`src/rtl/simplebus_mem_arbiter_if.sv`:
```
// Bus bundle for the simple-bus memory arbiter: iBus/dBus core side plus the shared memory port.
// slave = arbiter view, master = environment (cores + memory) view.
interface simplebus_mem_arbiter_if #(
  parameter int ADDR_W = 32
);
  logic              iBus_cmd_valid;
  logic              iBus_cmd_ready;
  logic [ADDR_W-1:0] iBus_cmd_payload_pc;
  logic              iBus_rsp_valid;
  logic [31:0]       iBus_rsp_payload_inst;
  logic              dBus_cmd_valid;
  logic              dBus_cmd_ready;
  logic              dBus_cmd_payload_wr;
  logic [ADDR_W-1:0] dBus_cmd_payload_address;
  logic [31:0]       dBus_cmd_payload_data;
  logic [1:0]        dBus_cmd_payload_size;
  logic              dBus_rsp_ready;
  logic [31:0]       dBus_rsp_data;
  logic              mem_cmd_valid;
  logic              mem_cmd_ready;
  logic              mem_cmd_wr;
  logic [ADDR_W-1:0] mem_cmd_address;
  logic [31:0]       mem_cmd_data;
  logic [3:0]        mem_cmd_mask;
  logic              mem_rsp_valid;
  logic [31:0]       mem_rsp_data;
  logic              err_unexpected_rsp;

  modport slave (
    input  iBus_cmd_valid, iBus_cmd_payload_pc,
    input  dBus_cmd_valid, dBus_cmd_payload_wr, dBus_cmd_payload_address,
    input  dBus_cmd_payload_data, dBus_cmd_payload_size,
    input  mem_cmd_ready, mem_rsp_valid, mem_rsp_data,
    output iBus_cmd_ready, iBus_rsp_valid, iBus_rsp_payload_inst,
    output dBus_cmd_ready, dBus_rsp_ready, dBus_rsp_data,
    output mem_cmd_valid, mem_cmd_wr, mem_cmd_address, mem_cmd_data, mem_cmd_mask,
    output err_unexpected_rsp
  );

  modport master (
    output iBus_cmd_valid, iBus_cmd_payload_pc,
    output dBus_cmd_valid, dBus_cmd_payload_wr, dBus_cmd_payload_address,
    output dBus_cmd_payload_data, dBus_cmd_payload_size,
    output mem_cmd_ready, mem_rsp_valid, mem_rsp_data,
    input  iBus_cmd_ready, iBus_rsp_valid, iBus_rsp_payload_inst,
    input  dBus_cmd_ready, dBus_rsp_ready, dBus_rsp_data,
    input  mem_cmd_valid, mem_cmd_wr, mem_cmd_address, mem_cmd_data, mem_cmd_mask,
    input  err_unexpected_rsp
  );
endinterface

```
`src/rtl/simplebus_mem_arbiter.sv`:
```
// Shares one in-order memory port between iBus and dBus; routes read responses via a source-ID FIFO.
// Optional SIMPLEBUS_ARB_ROUND_ROBIN_EN: alternate grants when both masters request.
//
// state     | meaning
// ST_OPEN   | no stalled command, grant follows current valids
// ST_HOLD_I | iBus command stalled by memory, grant frozen to iBus
// ST_HOLD_D | dBus command stalled by memory, grant frozen to dBus
module simplebus_mem_arbiter #(
  parameter int PENDING_MAX = 4,
  parameter int ADDR_W      = 32
) (
  input logic                    clk,
  input logic                    reset,
  simplebus_mem_arbiter_if.slave bus
);
  localparam int PTR_W = (PENDING_MAX > 1) ? $clog2(PENDING_MAX) : 1;
  localparam int CNT_W = $clog2(PENDING_MAX + 1);
  localparam logic [CNT_W-1:0] FULL = CNT_W'(PENDING_MAX);

  typedef enum logic [1:0] {ST_OPEN = 2'd0, ST_HOLD_I = 2'd1, ST_HOLD_D = 2'd2} state_e;
  typedef enum logic {SRC_I = 1'b0, SRC_D = 1'b1} src_e;

  state_e                 state_q, state_d;
  src_e                   gnt;
  logic [PENDING_MAX-1:0] src_q;
  logic [PTR_W-1:0]       wr_ptr_q, rd_ptr_q;
  logic [CNT_W-1:0]       count_q, count_d;
  logic                   err_q, err_d;
  logic                   cmd_rd, block, req, accept, push, pop, unexpected;
  logic [3:0]             d_base, d_mask;
  logic [ADDR_W-1:0]      cmd_addr;
`ifdef SIMPLEBUS_ARB_ROUND_ROBIN_EN
  src_e                   last_gnt_q, last_gnt_d;
`endif

  always_comb begin
    gnt     = SRC_I;
    state_d = ST_OPEN;
    unique case (state_q)
      ST_HOLD_I: gnt = SRC_I;
      ST_HOLD_D: gnt = SRC_D;
      default: begin
`ifdef SIMPLEBUS_ARB_ROUND_ROBIN_EN
        if (bus.dBus_cmd_valid && bus.iBus_cmd_valid)
          gnt = (last_gnt_q == SRC_I) ? SRC_D : SRC_I;
        else
          gnt = bus.dBus_cmd_valid ? SRC_D : SRC_I;
`else
        gnt = bus.dBus_cmd_valid ? SRC_D : SRC_I;
`endif
      end
    endcase
    // A stalled offer freezes the grant until memory takes it.
    if (bus.mem_cmd_valid && !bus.mem_cmd_ready)
      state_d = (gnt == SRC_D) ? ST_HOLD_D : ST_HOLD_I;
  end

  always_comb begin
    unique case (bus.dBus_cmd_payload_size)
      2'd0:    d_base = 4'h1;
      2'd1:    d_base = 4'h3;
      default: d_base = 4'hF;
    endcase
    d_mask = (bus.dBus_cmd_payload_size == 2'd3) ? 4'hF
                                                 : d_base << bus.dBus_cmd_payload_address[1:0];
  end

  assign cmd_rd   = (gnt == SRC_I) || !bus.dBus_cmd_payload_wr;
  assign block    = (count_q == FULL) && cmd_rd;
  assign req      = (gnt == SRC_D) ? bus.dBus_cmd_valid : bus.iBus_cmd_valid;
  assign cmd_addr = (gnt == SRC_D) ? bus.dBus_cmd_payload_address : bus.iBus_cmd_payload_pc;

  assign bus.mem_cmd_valid   = !reset && req && !block;
  assign bus.iBus_cmd_ready  = !reset && (gnt == SRC_I) && bus.mem_cmd_ready && !block;
  assign bus.dBus_cmd_ready  = !reset && (gnt == SRC_D) && bus.mem_cmd_ready && !block;
  assign bus.mem_cmd_wr      = (gnt == SRC_D) && bus.dBus_cmd_payload_wr;
  assign bus.mem_cmd_address = cmd_addr;
  assign bus.mem_cmd_data    = bus.dBus_cmd_payload_data;
  assign bus.mem_cmd_mask    = (gnt == SRC_D) ? d_mask : 4'hF;

  assign accept     = bus.mem_cmd_valid && bus.mem_cmd_ready;
  assign push       = accept && cmd_rd;
  assign pop        = !reset && bus.mem_rsp_valid && (count_q != '0);
  assign unexpected = !reset && bus.mem_rsp_valid && (count_q == '0);

  assign bus.iBus_rsp_valid        = pop && !src_q[rd_ptr_q];
  assign bus.dBus_rsp_ready        = pop && src_q[rd_ptr_q];
  assign bus.iBus_rsp_payload_inst = bus.mem_rsp_data;
  assign bus.dBus_rsp_data         = bus.mem_rsp_data;
  assign bus.err_unexpected_rsp    = err_q;

  assign count_d = count_q + CNT_W'(push) - CNT_W'(pop);
  assign err_d   = err_q || unexpected;
`ifdef SIMPLEBUS_ARB_ROUND_ROBIN_EN
  assign last_gnt_d = accept ? gnt : last_gnt_q;
`endif

  always_ff @(posedge clk) begin
    if (reset) begin
      state_q  <= ST_OPEN;
      src_q    <= '0;
      wr_ptr_q <= '0;
      rd_ptr_q <= '0;
      count_q  <= '0;
      err_q    <= 1'b0;
`ifdef SIMPLEBUS_ARB_ROUND_ROBIN_EN
      last_gnt_q <= SRC_I;
`endif
    end else begin
      state_q <= state_d;
      count_q <= count_d;
      err_q   <= err_d;
      if (push) begin
        src_q[wr_ptr_q] <= (gnt == SRC_D);
        wr_ptr_q        <= wr_ptr_q + 1'b1;
      end
      if (pop) rd_ptr_q <= rd_ptr_q + 1'b1;
`ifdef SIMPLEBUS_ARB_ROUND_ROBIN_EN
      last_gnt_q <= last_gnt_d;
`endif
    end
  end
endmodule

```
`src/flat_wrapper.sv`:
```
// flat-port wrapper written by rule: the top's interface ports become plain ports
module simplebus_mem_arbiter_flat 
#(
  parameter int PENDING_MAX = 4,
  parameter int ADDR_W      = 32
)
  (clk, reset, bus_iBus_cmd_valid, bus_iBus_cmd_payload_pc, bus_dBus_cmd_valid, bus_dBus_cmd_payload_wr, bus_dBus_cmd_payload_address, bus_dBus_cmd_payload_data, bus_dBus_cmd_payload_size, bus_mem_cmd_ready, bus_mem_rsp_valid, bus_mem_rsp_data, bus_iBus_cmd_ready, bus_iBus_rsp_valid, bus_iBus_rsp_payload_inst, bus_dBus_cmd_ready, bus_dBus_rsp_ready, bus_dBus_rsp_data, bus_mem_cmd_valid, bus_mem_cmd_wr, bus_mem_cmd_address, bus_mem_cmd_data, bus_mem_cmd_mask, bus_err_unexpected_rsp);
  simplebus_mem_arbiter_if #(.ADDR_W(ADDR_W)) bus_i ();
  input logic clk;
  input logic reset;
  input wire logic [$bits(bus_i.iBus_cmd_valid)-1:0] bus_iBus_cmd_valid;
  input wire logic [$bits(bus_i.iBus_cmd_payload_pc)-1:0] bus_iBus_cmd_payload_pc;
  input wire logic [$bits(bus_i.dBus_cmd_valid)-1:0] bus_dBus_cmd_valid;
  input wire logic [$bits(bus_i.dBus_cmd_payload_wr)-1:0] bus_dBus_cmd_payload_wr;
  input wire logic [$bits(bus_i.dBus_cmd_payload_address)-1:0] bus_dBus_cmd_payload_address;
  input wire logic [$bits(bus_i.dBus_cmd_payload_data)-1:0] bus_dBus_cmd_payload_data;
  input wire logic [$bits(bus_i.dBus_cmd_payload_size)-1:0] bus_dBus_cmd_payload_size;
  input wire logic [$bits(bus_i.mem_cmd_ready)-1:0] bus_mem_cmd_ready;
  input wire logic [$bits(bus_i.mem_rsp_valid)-1:0] bus_mem_rsp_valid;
  input wire logic [$bits(bus_i.mem_rsp_data)-1:0] bus_mem_rsp_data;
  output wire logic [$bits(bus_i.iBus_cmd_ready)-1:0] bus_iBus_cmd_ready;
  output wire logic [$bits(bus_i.iBus_rsp_valid)-1:0] bus_iBus_rsp_valid;
  output wire logic [$bits(bus_i.iBus_rsp_payload_inst)-1:0] bus_iBus_rsp_payload_inst;
  output wire logic [$bits(bus_i.dBus_cmd_ready)-1:0] bus_dBus_cmd_ready;
  output wire logic [$bits(bus_i.dBus_rsp_ready)-1:0] bus_dBus_rsp_ready;
  output wire logic [$bits(bus_i.dBus_rsp_data)-1:0] bus_dBus_rsp_data;
  output wire logic [$bits(bus_i.mem_cmd_valid)-1:0] bus_mem_cmd_valid;
  output wire logic [$bits(bus_i.mem_cmd_wr)-1:0] bus_mem_cmd_wr;
  output wire logic [$bits(bus_i.mem_cmd_address)-1:0] bus_mem_cmd_address;
  output wire logic [$bits(bus_i.mem_cmd_data)-1:0] bus_mem_cmd_data;
  output wire logic [$bits(bus_i.mem_cmd_mask)-1:0] bus_mem_cmd_mask;
  output wire logic [$bits(bus_i.err_unexpected_rsp)-1:0] bus_err_unexpected_rsp;
  assign bus_i.iBus_cmd_valid = bus_iBus_cmd_valid;
  assign bus_i.iBus_cmd_payload_pc = bus_iBus_cmd_payload_pc;
  assign bus_i.dBus_cmd_valid = bus_dBus_cmd_valid;
  assign bus_i.dBus_cmd_payload_wr = bus_dBus_cmd_payload_wr;
  assign bus_i.dBus_cmd_payload_address = bus_dBus_cmd_payload_address;
  assign bus_i.dBus_cmd_payload_data = bus_dBus_cmd_payload_data;
  assign bus_i.dBus_cmd_payload_size = bus_dBus_cmd_payload_size;
  assign bus_i.mem_cmd_ready = bus_mem_cmd_ready;
  assign bus_i.mem_rsp_valid = bus_mem_rsp_valid;
  assign bus_i.mem_rsp_data = bus_mem_rsp_data;
  assign bus_iBus_cmd_ready = bus_i.iBus_cmd_ready;
  assign bus_iBus_rsp_valid = bus_i.iBus_rsp_valid;
  assign bus_iBus_rsp_payload_inst = bus_i.iBus_rsp_payload_inst;
  assign bus_dBus_cmd_ready = bus_i.dBus_cmd_ready;
  assign bus_dBus_rsp_ready = bus_i.dBus_rsp_ready;
  assign bus_dBus_rsp_data = bus_i.dBus_rsp_data;
  assign bus_mem_cmd_valid = bus_i.mem_cmd_valid;
  assign bus_mem_cmd_wr = bus_i.mem_cmd_wr;
  assign bus_mem_cmd_address = bus_i.mem_cmd_address;
  assign bus_mem_cmd_data = bus_i.mem_cmd_data;
  assign bus_mem_cmd_mask = bus_i.mem_cmd_mask;
  assign bus_err_unexpected_rsp = bus_i.err_unexpected_rsp;
  simplebus_mem_arbiter #(.PENDING_MAX(PENDING_MAX), .ADDR_W(ADDR_W)) u_core (.clk(clk), .reset(reset), .bus(bus_i));
endmodule
```
`config.mk`:
```
export PLATFORM = sky130hd
export DESIGN_NAME = simplebus_mem_arbiter_flat
export DESIGN_NICKNAME = d
export VERILOG_FILES = /design/src/rtl/simplebus_mem_arbiter_if.sv /design/src/rtl/simplebus_mem_arbiter.sv /design/src/flat_wrapper.sv
export SDC_FILE = /design/constraint.sdc
export NUM_CORES = 1
export LEC_CHECK = 0
export ABC_AREA = 1
export CORE_AREA = 2 2 107 109
export DETAILED_ROUTE_END_ITERATION = 10
export DIE_AREA = 0 0 109 111
export SETUP_SLACK_MARGIN = 0.2
export SYNTH_ARGS = -nofsm -noshare
export SYNTH_HDL_FRONTEND = slang
export SYNTH_SLANG_ARGS = --single-unit
```
`constraint.sdc`:
```
create_clock -name clk -period 3 [get_ports clk]
set_input_delay 0.6 -clock clk [delete_from_list [all_inputs] [get_ports clk]]
set_output_delay 0.6 -clock clk [all_outputs]
set_load 0.005 [all_outputs]
```
### Word level (Yosys, flattened, before mapping)

Index checks and enable logic that the tools add are counted.

| storage, ports and cells | value |
|---|---|
| flip-flop bits (word level) | 14 |
| input port bits | 137 |
| output and inout port bits | 139 |
| word-level logic and storage cells | 64 |

| cells by class | value |
|---|---|
| add/subtract/negate cells | 4 |
| magnitude comparators | 3 |
| eq/ne operators | 5 |
| shifts and indexed selects | 1 |
| multiplexer cells | 13 |
| bitwise gates (word level) | 2 |
| reduce and logical (&&, ||, !) cells | 30 |

Operators by type and width:

| kind | number |
|---|---|
| $mux 32 | 1 |
| $logic_and 1x1->1 | 19 |
| $mux 4 | 2 |
| $pmux 4 s2 | 1 |
| $lt 2x3->1 const B | 2 |
| $logic_not 1->1 | 5 |
| $add 2x1->2 const B | 2 |
| $bwmux 4 | 1 |
| $eq 2x1->1 const B | 2 |
| $eq 2x2->1 const B | 2 |
| $mux 1 | 4 |
| $shl 4x2->4 | 1 |
| $add 3x1->3 | 1 |
| $eq 3x3->1 const B | 1 |
| $logic_not 3->1 | 1 |
| $reduce_bool 3->1 | 1 |
| $sub 3x1->3 | 1 |
| $bmux 1 s2 | 1 |
| $demux 1 s2 | 1 |
| $ge 2x1->1 const B | 1 |
| $logic_not 2->1 | 1 |
| $logic_or 1x1->1 | 2 |
| $mux 2 | 1 |
| $not 1->1 | 2 |
| 2 further kinds | 2 |

### Logic depth before layout (Yosys ltp)

| depth | value |
|---|---|
| depth after elaboration | 11 |
| gate-level depth with buffers | 15 |
| gate-level depth less buffers | 15 |

### Worst setup path after synthesis

OpenSTA, ideal clock, no wires.

| timing | value |
|---|---|
| path kind | register -> register |
| start point | reg u_core.state_q[0] |
| end point | reg u_core.count_q[2] |
| setup time | 0.120 ns |
| arrival time | 2.136 ns |
| data required time | 2.880 ns |
| setup slack | 0.744 ns |
| cell stages (with the launch flop) | 14 |
| path buffers | 0 |
| clock period less this slack | 2.256 ns |
| path through | dfxtp_1 > inv_1 > ha_1 > nand2_1 > nand2_4 > a21oi_4 > nand3_4 > inv_2 > ha_1 > inv_1 > fa_1 > xor2_1 > o21ai_0 > a21oi_1 |

| between the ends | value |
|---|---|
| word-level cells in the longest chain between the ends | 11 |
| elaborated cells on any way between the ends | 14 |
| those cells by class | add/sub (2); eq/ne (2); mux (2); bitwise (1); reduce/logical (7) |

Ends and longest elaborated chain:

| what | RTL line | source |
|---|---|---|
| start, declared | simplebus_mem_arbiter.sv:23 | `state_e state_q, state_d;` |
| start signal, assigned | simplebus_mem_arbiter.sv:110 | `state_q <= state_d;` |
| $eq 2x2->1 / $eq 2x1->1 (equally long branches) | simplebus_mem_arbiter.sv:39 | `unique case (state_q)` |
| $pmux 1 s2 (*) | simplebus_mem_arbiter.sv:39 |  |
| $not 1->1 | simplebus_mem_arbiter.sv:68 | `assign cmd_rd = (gnt == SRC_I) \|\| !bus.dBus_cmd_payload_wr;` |
| $logic_or 1x1->1 | simplebus_mem_arbiter.sv:68 |  |
| $logic_and 1x1->1 | simplebus_mem_arbiter.sv:69 | `assign block = (count_q == FULL) && cmd_rd;` |
| $logic_not 1->1 | simplebus_mem_arbiter.sv:73 | `assign bus.mem_cmd_valid = !reset && req && !block;` |
| $logic_and 1x1->1 | simplebus_mem_arbiter.sv:73 |  |
| $logic_and 1x1->1 | simplebus_mem_arbiter.sv:81 | `assign accept = bus.mem_cmd_valid && bus.mem_cmd_ready;` |
| $logic_and 1x1->1 (*) | simplebus_mem_arbiter.sv:82 | `assign push = accept && cmd_rd;` |
| via u_core.push | simplebus_mem_arbiter.sv:29 | `logic cmd_rd, block, req, accept, push, pop, unexpected;` |
| $add 3x1->3 (*) | simplebus_mem_arbiter.sv:92 | `assign count_d = count_q + CNT_W'(push) - CNT_W'(pop);` |
| $sub 3x1->3 (*) | simplebus_mem_arbiter.sv:92 |  |
| end signal, assigned | simplebus_mem_arbiter.sv:111 | `count_q <= count_d;` |
| end, declared | simplebus_mem_arbiter.sv:27 | `logic [CNT_W-1:0] count_q, count_d;` |

The timed path passes the listed nets; every way through them passes the cells marked *.
A chain may end at the register's enable or synchronous reset.

### Worst setup path after layout

| timing | value |
|---|---|
| start point | in bus_mem_rsp_valid |
| end point | out bus_iBus_rsp_valid |

| between the ends | value |
|---|---|
| word-level cells in the longest chain between the ends | 3 |

Ends and longest elaborated chain:

| what | RTL line | source |
|---|---|---|
| start, declared | flat_wrapper.sv:19 | `input wire logic [$bits(bus_i.mem_rsp_valid)-1:0] bus_mem_rsp_valid;` |
| $logic_and 1x1->1 (2 in series) | simplebus_mem_arbiter.sv:83 | `assign pop = !reset && bus.mem_rsp_valid && (count_q != '0);` |
| via u_core.pop | simplebus_mem_arbiter.sv:29 |  |
| $logic_and 1x1->1 | simplebus_mem_arbiter.sv:86 | `assign bus.iBus_rsp_valid = pop && !src_q[rd_ptr_q];` |
| end, declared | flat_wrapper.sv:22 | `output wire logic [$bits(bus_i.iBus_rsp_valid)-1:0] bus_iBus_rsp_valid;` |

The timed path passes the listed nets, and every way through them passes these cells.

==> reports/results.md <==
• setup slack on the worst flop-to-flop path: 0.54 ns
• count of TritonRoute iterations in the first routing pass: 4
• count of nets left with antenna violations after detail routing: 0
• Clock Power Share: 24.5%
• GRT Total Usage: 10.80%
• Port Buffer Count: 115
• depth of the worst hold-timing path: 1
• clock tree skew after final layout: 0.002041 ns
• fin crit share: 90.55%
• Util after Layout: 26.69%
• number of design rule violations left after detail routing: 0
• maximum number of pins on one net before global-route repair: 24
• syn_area_per_cell: 6.115 um2
• endpoint kind of the worst setup timing path: primary output
• CTS root buffer: sky130_fd_sc_hd__clkbuf_16
• vias in the first global route: 1941
• Worst Hold Class: flop to flop
• effective utilization at floorplan: 18.16%
• Max stage delay cell, worst path: sky130_fd_sc_hd__clkdlybuf4s50_1
• synthesized cell area: 2012 um2
• Sw Ratio: 33.12%
• RSZ-0062 raised after global routing: no
• maximum achievable frequency: 0.3681 GHz
• count of distinct cell types in the synthesized netlist: 25
• minimum period implied by the final worst setup slack: 2.717 ns
• clock sinks: 14
• antenna diode count: 0
• count of max-cap constraint violations: 0
• longest individual stage delay on the worst path: 0.51 ns
• number of flops mapped to enable cells by yosys: 0
• Post-Place Worst Slack: -0.02829 ns
• overflow left after global routing: 0
• first-iteration detailed-routing DRC count: 65
• top cell family by delay on the critical path: buffers and inverters
• horizontal die dimension: 109 um
• Chip Height: 111 um
• detailed-route via count: 2011
• Switching Power: 387.6 uW
• Skew-Pair Late Insertion Delay: 0.25 ns
• result of the run: complete, no violations
• Wirelength per Cell: 14.96 um
• worst reg2reg path endpoint: u_core.count_q[2]
• Syn Nets: 475
• wire length of the first global-routing pass: 10050 um
• Synth Instances: 329
• worst voltage drop across the vdd grid: 0.3060 mV
• setup slack after layout: 0.2834 ns
• critical-path cell list: clkdlybuf4s50_1 > inv_1 > nor3_1 > buf_4 > inv_1 > nor2_1 > clkdlybuf4s50_1
• Post-DP HPWL: 5806 um
• share of flip-flops with an asynchronous set or reset: 0%
• fraction of layout cells with a size suffix above 1: 9.890%
• WS Path Type: input port to primary output
• number of buffers added by the clock tree synthesis step: 3
• worst path buffer plus inverter count: 5
• routed wire length: 7586 um
• final hold violation count: 0
• routability cong.: 0.8279
• Critical Path Start Type: input port
• power per cell area: 395.9 nW/um2
• average vias per placed instance: 3.966
• Reg2Reg Depth: 15
• share of the yosys chip area belonging to registers: 13.93%
• clk slew on worst S/H paths: 0.05 ns
• Critical Path RT: 2.40 ns
• proportion of power drawn by combinational gates: 55.1%
• number of rows in the core area: 39
• Hold Crit Endpoint: u_core.count_q[2]
• data arrival time of the critical path: 2.12 ns
• TritonCTS clock tree: yes
• startpoint of the most critical register-to-register path: u_core.state_q[0]
• internal portion of total power: 782.7 uW
• leakage power: 0.001378 uW
• slew margin rel.: 82.45%
• area overhead of the layout relative to synthesis: 46.95%
• final count of negative-setup-slack endpoints: 0
• final net count: 511
• number of antenna violations at the first check in global routing: 0
• number of placed I/O pins: 276
• cell area after placement: 2710 um2
• biggest fanout along the worst timing path: 3
• # H-tree levels: 1
• Syn. warnings: 0
• largest buffer count on any clock path: 2
• Final Instance Area: 2957 um2
• final count of pins violating max slew: 0
• area of the die: 12100 um2
• Most used DFF post-synth: sky130_fd_sc_hd__dfxtp_1
• placeable core region: 11080 um2
• Worst Hold Launch: u_core.count_q[2]
• sequential fraction of design power: 20.4%
• post-synthesis register bit count: 14
• transition time at the pin with the least slew margin: 0.2615 ns
-- power groups by stage --
stage                     Combinational [uW]  Sequential, uW  Clock (uW)
after global routing                     720             242         297
after detailed placement                 597             241           0
final                                    645             238         287
after floorplan                          347             237           0
after global placement                   586             240           0
after CTS                                611             238         291
-- placed cells by master, fill, tap and decap left out, drive strengths merged, types with 2 or more instances in the layout --
cell type      Yosys  layout
buf              100      17
nor2              25      25
clkdlybuf4s50      0     101
dfxtp             14      14
nand4              4       4
inv               27      27
nor3               3       3
a21oi              9       9
o21ai              8       8
dlymetal6s2s       0       2
nand2            118     118
dlygate4sd2        0      12
clkbuf             3       6
nand3              4       4
ha                 8       8
-- repair_timing --
action	CTS	global route
resized for setup	18	7
endpoints found under the hold margin	0	0
pin swaps	1	1
buffers inserted	1	2
setup endpoints to repair	34	30
cloned	1	2
hold buffers	0	0
-- state kept, by name, summed over array words and instances, names as in the netlist --
signal	flops
u_core.bus.err_unexpected_rsp	1
u_core.count_q	3
u_core.rd_ptr_q	2
u_core.src_q	4
u_core.state_q	2
u_core.wr_ptr_q	2
-- layer usage --
| layer | GRT usage (%) | routed length (um) | share of wire [%] | vias to the layer above |
|---|---|---|---|---|
| li1 | - | - | - | 981 |
| met1 | 10.55 | 2875 | 38 | 878 |
| met2 | 21.66 | 3910 | 52 | 146 |
| met3 | 3.410 | 786 | 10 | 6 |
| met4 | 1.795 | 14 | 0.18 | 0 |
| met5 | 0 | 0 | 0 | - |
-- worst max-delay path by stage --
| stage | start | to | slack, ns | cells after the start |
|---|---|---|---|---|
| after floorplan | u_core.state_q[0] | u_core.count_q[2] | 0.74 | 13 |
| after global placement | bus_dBus_cmd_valid | bus_mem_cmd_mask[0] | -0.0001 | 8 |
| after detailed placement | bus_dBus_cmd_valid | bus_mem_cmd_mask[1] | -0.03 | 8 |
| after CTS | bus_dBus_cmd_valid | bus_mem_cmd_address[21] | 0.16 | 8 |
| after global routing | u_core.state_q[0] | bus_mem_cmd_address[9] | 0.21 | 10 |
| final | bus_mem_rsp_valid | bus_iBus_rsp_valid | 0.28 | 7 |
-- synthesized netlist by cell type (4+ instances only) --
master / number / share of area [%]
sky130_fd_sc_hd__nand4_1: 4 / 1.2
sky130_fd_sc_hd__buf_4: 97 / 36
sky130_fd_sc_hd__a21oi_1: 8 / 2.0
sky130_fd_sc_hd__dfxtp_1: 14 / 14
sky130_fd_sc_hd__inv_1: 26 / 4.9
sky130_fd_sc_hd__o21ai_0: 8 / 2.0
sky130_fd_sc_hd__nor2_1: 24 / 4.5
sky130_fd_sc_hd__nand2_1: 115 / 21
sky130_fd_sc_hd__ha_1: 8 / 5.0
-- area by class of cell --
class	instances	area, um2
Fill cell	1212	8120
Timing Repair Buffer	134	1389
Multi-Input combinational cell	184	909.6
Sequential cell	14	280.3
Tap cell	143	178.9
Inverter	28	110.1
Clock buffer	4	88.84
-- cells by family after synthesis --
kind of cell	Yosys count	synth area share, %
simple gates	155	31.41
buf+inv	131	42.72
compound gates	19	5.535
flops	14	13.93
fa+ha+maj	9	5.970
xor+xnor	1	0.4354
-- stage by stage --
step	std cells	hold WS (ns)	power, uW	setup TNS [ns]
floorplan	329	0.4438	584.5	0
global placement	497	0.4602	826.4	-0.0001232
detailed placement	497	0.4680	838.7	-0.05237
CTS	503	0.4843	1140	0
global route	507	0.5116	1259	0
finish	507	0.4803	1170	0
-- worst reg2reg max path: stages, from the launching register on --
cell                      delay (ns)
sky130_fd_sc_hd__dfxtp_1        0.30
sky130_fd_sc_hd__inv_1          0.07
sky130_fd_sc_hd__ha_4           0.28
sky130_fd_sc_hd__nand2_2        0.10
sky130_fd_sc_hd__buf_4          0.16
sky130_fd_sc_hd__nand3_1        0.10
sky130_fd_sc_hd__inv_1          0.04
sky130_fd_sc_hd__nor2_1         0.16
sky130_fd_sc_hd__nand3_4        0.09
sky130_fd_sc_hd__inv_2          0.07
sky130_fd_sc_hd__ha_1           0.13
sky130_fd_sc_hd__inv_1          0.05
sky130_fd_sc_hd__fa_1           0.39
sky130_fd_sc_hd__xor2_1         0.17
sky130_fd_sc_hd__o21ai_0        0.17
sky130_fd_sc_hd__a21oi_1        0.05
(Power assumes the default switching activity.)
